--- src/rtl/pll_seq_pkg.sv ---
// Shared types and sizing helper for the PLL lock sequencer and its testbench.
package pll_seq_pkg;

    typedef enum logic [2:0] {
        RESET_PLL = 3'd0,
        WAIT_LOCK = 3'd1,
        STABLE    = 3'd2,
        RUN       = 3'd3,
        FAIL      = 3'd4
    } pll_seq_state_t;

    // Width of a counter that must reach (largest cycle count - 1).
    function automatic int pll_seq_cnt_w(input int a, input int b, input int c);
        int m;
        m = a;
        if (b > m) m = b;
        if (c > m) m = c;
        return (m > 1) ? $clog2(m) : 1;
    endfunction

endpackage

--- src/rtl/pll_lock_sync.sv ---
// Multi-flop bit synchroniser; no reset on the data path so it can be reused for any status bit.
module pll_lock_sync #(
    parameter int SYNC_STAGES = 2
) (
    input  logic i_clk,
    input  logic i_d,
    output logic o_q
);

    logic [SYNC_STAGES-1:0] r_chain;

    always_ff @(posedge i_clk) begin
        r_chain <= {r_chain[SYNC_STAGES-2:0], i_d};
    end

    assign o_q = r_chain[SYNC_STAGES-1];

endmodule

--- src/rtl/pll_lock_sequencer.sv ---
// PLL reset/lock supervisor: pulses the PLL reset, qualifies a stable lock, then releases system reset.
//
// state     | meaning
// RESET_PLL | PLL reset asserted for RST_PULSE_CYCLES
// WAIT_LOCK | PLL running, waiting for lock or timeout
// STABLE    | lock seen, counting continuous lock cycles
// RUN       | system reset released, watching for loss of lock
// FAIL      | retries exhausted, held until reset
module pll_lock_sequencer
    import pll_seq_pkg::*;
#(
    parameter int RST_PULSE_CYCLES    = 16,
    parameter int LOCK_TIMEOUT_CYCLES = 742500,
    parameter int LOCK_STABLE_CYCLES  = 7425,
    parameter int MAX_RETRIES         = 3,
    parameter int SYNC_STAGES         = 2
) (
    input  logic                                 i_refclk,
    input  logic                                 i_rst,
    input  logic                                 i_locked,
    output logic                                 o_pll_rst,
    output logic                                 o_sys_reset,
    output logic                                 o_ready,
    output logic                                 o_fail,
    output logic [$clog2(MAX_RETRIES+1)-1:0]     o_retry_count,
    output logic                                 o_lock_lost
);

    localparam int CNT_W   = pll_seq_cnt_w(RST_PULSE_CYCLES, LOCK_TIMEOUT_CYCLES, LOCK_STABLE_CYCLES);
    localparam int RETRY_W = $clog2(MAX_RETRIES+1);

    localparam logic [CNT_W-1:0]   C_RST_LAST = CNT_W'(RST_PULSE_CYCLES - 1);
    localparam logic [CNT_W-1:0]   C_TO_LAST  = CNT_W'(LOCK_TIMEOUT_CYCLES - 1);
    localparam logic [CNT_W-1:0]   C_STB_LAST = CNT_W'(LOCK_STABLE_CYCLES - 1);
    localparam logic [RETRY_W-1:0] C_MAX_RETRY = RETRY_W'(MAX_RETRIES);

    pll_seq_state_t     r_state;
    pll_seq_state_t     w_state_nxt;
    logic [CNT_W-1:0]   r_cnt;
    logic [RETRY_W-1:0] r_retry;
    logic [RETRY_W-1:0] w_retry_nxt;
    logic               w_lock_lost_nxt;
    logic               w_locked_s;
    logic               r_pll_rst;
    logic               r_sys_reset;
    logic               r_ready;
    logic               r_fail;
    logic               r_lock_lost;

    pll_lock_sync #(
        .SYNC_STAGES (SYNC_STAGES)
    ) u_lock_sync (
        .i_clk (i_refclk),
        .i_d   (i_locked),
        .o_q   (w_locked_s)
    );

    always_comb begin
        w_state_nxt     = r_state;
        w_retry_nxt     = r_retry;
        w_lock_lost_nxt = 1'b0;
        case (r_state)
            RESET_PLL: begin
                if (r_cnt == C_RST_LAST) w_state_nxt = WAIT_LOCK;
            end
            WAIT_LOCK: begin
                // Lock takes priority over a coincident timeout.
                if (w_locked_s) begin
                    w_state_nxt = STABLE;
                end else if (r_cnt == C_TO_LAST) begin
                    if (r_retry == C_MAX_RETRY) begin
                        w_state_nxt = FAIL;
                    end else begin
                        w_retry_nxt = r_retry + RETRY_W'(1);
                        w_state_nxt = RESET_PLL;
                    end
                end
            end
            STABLE: begin
                if (!w_locked_s)                w_state_nxt = WAIT_LOCK;
                else if (r_cnt == C_STB_LAST)   w_state_nxt = RUN;
            end
            RUN: begin
                if (!w_locked_s) begin
                    w_lock_lost_nxt = 1'b1;
                    w_retry_nxt     = '0;
                    w_state_nxt     = RESET_PLL;
                end
            end
            FAIL:    w_state_nxt = FAIL;
            default: w_state_nxt = RESET_PLL;
        endcase
    end

    // Outputs are decoded from the next state so they move on the transition edge.
    always_ff @(posedge i_refclk) begin
        if (i_rst) begin
            r_state     <= RESET_PLL;
            r_cnt       <= '0;
            r_retry     <= '0;
            r_pll_rst   <= 1'b1;
            r_sys_reset <= 1'b1;
            r_ready     <= 1'b0;
            r_fail      <= 1'b0;
            r_lock_lost <= 1'b0;
        end else begin
            r_state     <= w_state_nxt;
            r_cnt       <= (w_state_nxt != r_state) ? '0 : r_cnt + CNT_W'(1);
            r_retry     <= w_retry_nxt;
            r_pll_rst   <= (w_state_nxt == RESET_PLL) || (w_state_nxt == FAIL);
            r_sys_reset <= (w_state_nxt != RUN);
            r_ready     <= (w_state_nxt == RUN);
            r_fail      <= (w_state_nxt == FAIL);
            r_lock_lost <= w_lock_lost_nxt;
        end
    end

    assign o_pll_rst     = r_pll_rst;
    assign o_sys_reset   = r_sys_reset;
    assign o_ready       = r_ready;
    assign o_fail        = r_fail;
    assign o_retry_count = r_retry;
    assign o_lock_lost   = r_lock_lost;

endmodule

--- config.mk ---
export PLATFORM = sky130hd
export DESIGN_NAME = pll_lock_sequencer
export DESIGN_NICKNAME = d
export VERILOG_FILES = /design/src/rtl/pll_seq_pkg.sv /design/src/rtl/pll_lock_sync.sv /design/src/rtl/pll_lock_sequencer.sv
export SDC_FILE = /design/constraint.sdc
export NUM_CORES = 1
export LEC_CHECK = 0
export CORE_MARGIN = 8
export CORE_UTILIZATION = 45
export DETAILED_ROUTE_END_ITERATION = 8
export PLACE_DENSITY_LB_ADDON = 0.1
export SLEW_MARGIN = 20
export SYNTH_ARGS = -nofsm -noshare
export SYNTH_HDL_FRONTEND = slang
export SYNTH_HIERARCHICAL = 1
export SYNTH_SLANG_ARGS = --single-unit
--- constraint.sdc ---
create_clock -name i_refclk -period 1.9 [get_ports i_refclk]
set_input_delay 0.38 -clock i_refclk [delete_from_list [all_inputs] [get_ports i_refclk]]
set_output_delay 0.38 -clock i_refclk [all_outputs]
set_load 0.01 [all_outputs]
==> out/metrics.cfg, run 1 <==
[global_routing]
grt_max_degree = 21
antenna_found_initial = 0
grt_pass1_wl_um = 5740
track_usage = 0.132
grt_pass1_vias = 1231
grt.overflow.total = 0

[logic_synthesis]
synth-seq-area-share = 0.399
syn_area_um2 = 1600
syn_inst = 171
avgSynthCellArea_um2 = 9.38
ys_types = 46
yosys_warnings = 6
ys_ff_latch = 32
synth_nets = 177

[drt]
routed_wl_um = 3410
wl_met3_um = 130
routedWlPerCell_um = 13.5
drt-vias-per-instance = 5.21
route.met2.wl_um = 1540
vias = 1312
drt_iter0_drc = 86
dr.max_layer_used = met4
route.detailed.drc = 0
wl_met1_um = 1700
antenna_left = 0
drt-pass1-iter-count = 4

[clocking]
clk_path_buf_depth = 2
cts_buffers = 5
clock_latency_ns = 0.34
htreeDepth = 2
cts.sinks = 32
hold_buffers = 0
clk_pin_slew_worst_paths_ns = 0.12
cts_root_buf = clkbuf_4
cts_tree = done

[timing]
report.final.slew_viol_count = 0
worst_hold_slack_ns = 0.340
rsz0062_at_grt = true
slew_headroom = 0.762
final-hold-violation-count = 0
finalCritPeriodShare = 1.04
maxClockFrequency_ghz = 0.508
worstMarginPinSlew_ns = 0.353
setup_ws_ns = -0.0704
finClkSkew_ns = 0.0123
finalSetupViolCount = 17
period_minus_slack_ns = 1.97

[layout]
stdcell_count = 252
final_net_count = 211
final_core_util = 0.597
drive_above_1_share = 0.311
fin_area_um2 = 2020
area_delta_synth_final_pct = 26.2
antenna_cells = 0

[floorplanning]
dieArea_um2 = 5730
dieWidth_um = 75.7
start_util = 0.473
die_h_um = 75.7
core-area_um2 = 3390
rows = 21
boundaryPins = 10

[worst_setup_path]
worstPathRequired_ns = 2.19
critical_path_arrival_ns = 2.26
cp_max_fo = 3
worstSetupPathType = flop to flop
start_kind = flop
worstSetupEndpointType = flop

[power]
cellPowerDensity_nw_per_um2 = 570
p_leak_nw = 0.747
ir_drop_uv = 462

[place]
place_congestion = 0.930
io_buffers = 9
dp_hpwl_um = 2480
placed_area_um2 = 1900
dp_cells = 242

[hold_path]
hold_path_class = flop to flop

[run]
drv_cap = 0

[run_status]
status = finished with violations
violations = negative setup slack

what timing repair did:
action | CTS | global route
cloned | 0 | 0
setup buffers | 1 | 1
endpoints found under the hold margin | 0 | 0
pin swaps | 3 | 4
endpoints found under the setup margin | 16 | 25
gates resized for setup | 2 | 7
cell type report:
cell class	count	area (um2)
flip-flops and latches	32	642
multi-input cells	125	923
repair buffers	35	318
clock buffers	5	37.5
fillers	297	1370
inverters	6	22.5
well taps	46	57.6
clock inverters	3	23.8
cells in the final DEF (no fill, tap or decap), types with 7 or more instances in the layout:
master           synthesis  routed
buf_4                    2      22
clkdlybuf4s50_1          0       9
dfxtp_1                 32      31
nand2_1                 11      11
nand3_1                 10       9
nor2_1                  17      17
nor3_1                   8       7
nor3_2                  10      11
xor2_1                  12      12
synthesized netlist by cell type (all sizes together):
| cell type | n | share of area |
|---|---|---|
| and3 | 4 | 0.018 |
| nand3 | 11 | 0.037 |
| a221oi | 2 | 0.022 |
| or2 | 2 | 0.0078 |
| nor2 | 18 | 0.044 |
| buf | 5 | 0.027 |
| nand4 | 5 | 0.020 |
| and4 | 2 | 0.012 |
| nor2b | 2 | 0.0078 |
| xnor2 | 6 | 0.033 |
| o21ai | 3 | 0.012 |
| nor3b | 2 | 0.0094 |
| a41oi | 1 | 0.0055 |
| dfxtp | 32 | 0.40 |
| inv | 6 | 0.014 |
| a22o | 1 | 0.0055 |
| a31oi | 1 | 0.0039 |
| clkbuf | 3 | 0.013 |
| o2111ai | 1 | 0.0055 |
| ha | 3 | 0.023 |
| o2bb2a | 1 | 0.0062 |
| xor2 | 12 | 0.066 |
| or4 | 1 | 0.0070 |
| and2b | 1 | 0.0055 |
| nor3 | 19 | 0.098 |
| or3b | 1 | 0.0055 |
| nand2b | 2 | 0.0078 |
| nor4 | 6 | 0.027 |
| a21o | 2 | 0.0094 |
| nand2 | 11 | 0.026 |
| a32o | 2 | 0.012 |
| o31a | 1 | 0.0055 |
| a21oi | 2 | 0.0062 |
flip-flops by register name, indices dropped and copies added, names as in the netlist:
signal / flops
o_fail: 1
o_pll_rst: 1
r_state: 3
o_retry_count: 2
o_sys_reset: 1
o_ready: 1
o_lock_lost: 1
u_lock_sync/r_chain: 2
r_cnt: 20
metrics by stage:
stage          power (mW)  setup slack (ns)  setup TNS [ns]
2_1_floorplan       0.732           -0.0796          -0.778
3_3_place_gp        0.753            0.0138               0
3_5_place_dp        0.755           -0.0428          -0.432
4_1_cts              1.17           -0.0755          -0.824
5_1_grt              1.21            -0.177           -2.58
6_report             1.15           -0.0704          -0.776
worst max-delay path: stages (launching register included):
cell,delay (ns)
dfxtp_2,0.34
or4_4,0.54
nor3_4,0.21
buf_4,0.16
buf_6,0.09
buf_6,0.09
nand3_4,0.06
nor4_4,0.28
a22o_1,0.17
where the power goes:
part / internal, mW / switching, mW
Clock: 0.146 / 0.269
Combinational: 0.0277 / 0.0282
Sequential: 0.679 / 0.00542
path summary, 6_finish.rpt:
check	from	endpoint	slack, ns	depth (start not counted)
worst min-delay path	u_lock_sync/r_chain[0]	u_lock_sync/r_chain[1]	0.34	0
worst min register to register	u_lock_sync/r_chain[0]	u_lock_sync/r_chain[1]	0.34	0
worst max register to register	r_cnt[9]	o_retry_count[0]	-0.07	8
worst max-delay path	r_cnt[9]	o_retry_count[0]	-0.07	8
logic make-up after synthesis:
kind of cell	Yosys count	synth area share
AO/OA/AOI/OAI	17	0.0936
XOR/XNOR	18	0.0983
adder cells (fa/ha/maj)	3	0.0234
buffers and inverters	14	0.0538
flip-flops	32	0.399
AND/OR/NAND/NOR	87	0.332
per-layer routing:
layer / vias up / global-route usage
li1: 674 / -
met1: 610 / 0.180
met2: 23 / 0.193
met3: 5 / 0.0329
met4: 0 / 0.0533
met5: - / 0
No activity file was read; power rests on OpenSTA's default activity.
==> run 2, diff against run 1 <==
- clock period: 1.9 -> 2.25 ns (I/O delays scaled with it)
==> out/metrics.cfg, run 2 (same netlist as run 1, synthesis figures left out) <==
[worst_setup_path]
start_kind = flop  ; unchanged
worstSetupPathType = flop to flop  ; unchanged
reg2reg_depth = 6  ; was 8
worstPathRequired_ns = 2.48  ; was 2.19 ns
rrSetupSlack_ns = 0.14  ; was -0.07 ns
cp_cell_sequence = or4_4 -> nor3_4 -> o2111ai_1 -> a221oi_4 -> buf_6 -> nor3_1  ; was or4_4 -> nor3_4 -> buf_4 -> buf_6 -> buf_6 -> nand3_4 -> nor4_4 -> a22o_1
critical_path_arrival_ns = 2.33  ; was 2.26 ns
worstSetupEndpointType = flop  ; unchanged
slowest_stage = or4_4  ; unchanged
cp_max_fo = 15  ; was 3
max_stage_delay_ns = 0.54  ; about the same
r2r_end = r_cnt[19]  ; was o_retry_count[0]
cp-startpoint = r_cnt[13]  ; was r_cnt[9]
r2r_start = r_cnt[13]  ; was r_cnt[9]

[timing]
maxClockFrequency_ghz = 0.474  ; was 0.508 GHz
final-hold-violation-count = 0  ; unchanged
setup_ws_ns = 0.142  ; was -0.0704 ns
finClkSkew_ns = 0.0157  ; was 0.0123 ns
rsz0062_at_grt = false  ; was true
slew_headroom = 0.670  ; was 0.762
worstMarginPinSlew_ns = 0.491  ; was 0.353 ns
period_minus_slack_ns = 2.11  ; was 1.97 ns
finalCritPeriodShare = 0.937  ; was 1.04
finalSetupTns_ns = 0  ; was -0.776 ns
finalSetupViolCount = 0  ; was 17
worst_hold_slack_ns = 0.343  ; was 0.340 ns
report.final.slew_viol_count = 0  ; unchanged

[clocking]
hold_buffers = 0  ; unchanged
cts_tree = done  ; unchanged
htreeDepth = 2  ; unchanged
clk_pin_slew_worst_paths_ns = 0.10  ; was 0.12 ns
cts_root_buf = clkbuf_4  ; unchanged
cts_buffers = 5  ; unchanged
clk_path_buf_depth = 2  ; unchanged
clock_latency_ns = 0.34  ; about the same
cts.sinks = 32  ; unchanged

[place]
dp_hpwl_um = 2350  ; was 2480 um
place_congestion = 0.852  ; was 0.930
dp_cells = 223  ; was 242
place_ws_ns = 0.114  ; was -0.0428 ns
io_buffers = 9  ; unchanged
placed_area_um2 = 1740  ; was 1900 um2

[power]
p_leak_nw = 0.639  ; was 0.747 nW
ir_drop_uv = 389  ; was 462 uV
cellPowerDensity_nw_per_um2 = 537  ; was 570 nW/um2
power_uw = 968  ; was 1.15 mW

[layout]
final_cell_mix = dfxtp_1, nor2_1, xor2_1  ; was dfxtp_1, buf_4, nor2_1
layout_commonest_cell = dfxtp_1  ; unchanged
drive_above_1_share = 0.200  ; was 0.311
reg_top3 = r_cnt: 20 flops, r_state: 3 flops  ; unchanged
fin_area_um2 = 1800  ; was 2020 um2
stdcell_count = 231  ; was 252
area_delta_synth_final_pct = 12.4  ; was 26.2%
final_net_count = 190  ; was 211
antenna_cells = 0  ; unchanged
largest_register_ffs = 20  ; unchanged
largest-register = r_cnt  ; unchanged
final_core_util = 0.532  ; was 0.597

[floorplanning]
start_util = 0.473  ; unchanged
rows = 21  ; unchanged
dieArea_um2 = 5730  ; unchanged
die_h_um = 75.7  ; unchanged
dieWidth_um = 75.7  ; unchanged
boundaryPins = 10  ; unchanged
core-area_um2 = 3390  ; unchanged

[global_routing]
track_usage = 0.128  ; was 0.132
antenna_found_initial = 0  ; unchanged
grt.overflow.total = 0  ; unchanged
grt_max_degree = 21  ; unchanged
grt_pass1_vias = 1206  ; was 1231
grt_pass1_wl_um = 5540  ; was 5740 um

[hold_path]
holdPathEnd = u_lock_sync/r_chain[1]  ; unchanged
holdPathStages = 0  ; unchanged
hold_path_class = flop to flop  ; unchanged
hp-start = u_lock_sync/r_chain[0]  ; unchanged

[drt]
antenna_left = 0  ; unchanged
drt_iter0_drc = 122  ; was 86
drt-vias-per-instance = 5.41  ; was 5.21
vias = 1250  ; was 1312
routedWlPerCell_um = 13.9  ; was 13.5 um
drt-pass1-iter-count = 4  ; unchanged
route.detailed.drc = 0  ; unchanged
routed_wl_um = 3210  ; was 3410 um

[run_status]
status = finished, final reports clean  ; was finished with violations

[run]
drv_cap = 0  ; unchanged

## run 2: layer usage
layer	vias up	wire length (um)	GRT usage
met3	7	189	0.0513
met2	28	1450	0.189
met4	0	64	0.0554
met5	-	0	0
li1	634	-	-
met1	581	1500	0.159
## run 2: critical path, delay by kind of cell (launching register included)
family	cells	cell delay (ns)
flops	1	0.38
compound gates	2	0.55
buf+inv	1	0.23
simple gates	3	0.84
## run 2: layout make-up
| cell class | count | area, um2 |
|---|---|---|
| fillers | 316 | 1590 |
| multi-input cells | 125 | 877 |
| flip-flops and latches | 32 | 641 |
| repair buffers | 14 | 144 |
| well taps | 46 | 57.6 |
| clock buffers | 6 | 51.3 |
| inverters | 6 | 22.5 |
| clock inverters | 2 | 10.0 |
## run 2: how the worst max path moves through the flow
| stage | to | slack [ns] | cells past startpoint |
|---|---|---|---|
| final | r_cnt[19] | 0.14 | 6 |
| after global routing | r_cnt[19] | 0.04 | 6 |
| after CTS | r_cnt[19] | 0.09 | 6 |
| after detailed placement | r_cnt[19] | 0.11 | 6 |
| after global placement | r_cnt[1] | 0.19 | 6 |
| after floorplan | r_cnt[2] | 0.27 | 6 |
## run 2: repair_timing
item	in CTS	in global routing
resized for setup	0	1
buffers inserted	0	0
endpoints found under the setup margin	0	4
endpoints found under the hold margin	0	0
## run 2: report_power, final
| part | switching, mW | internal [mW] | total [mW] |
|---|---|---|---|
| logic | 0.0195 | 0.0178 | 0.0373 |
| registers | 0.00719 | 0.573 | 0.580 |
| clock network | 0.202 | 0.148 | 0.351 |
| total | 0.229 | 0.739 | 0.968 |
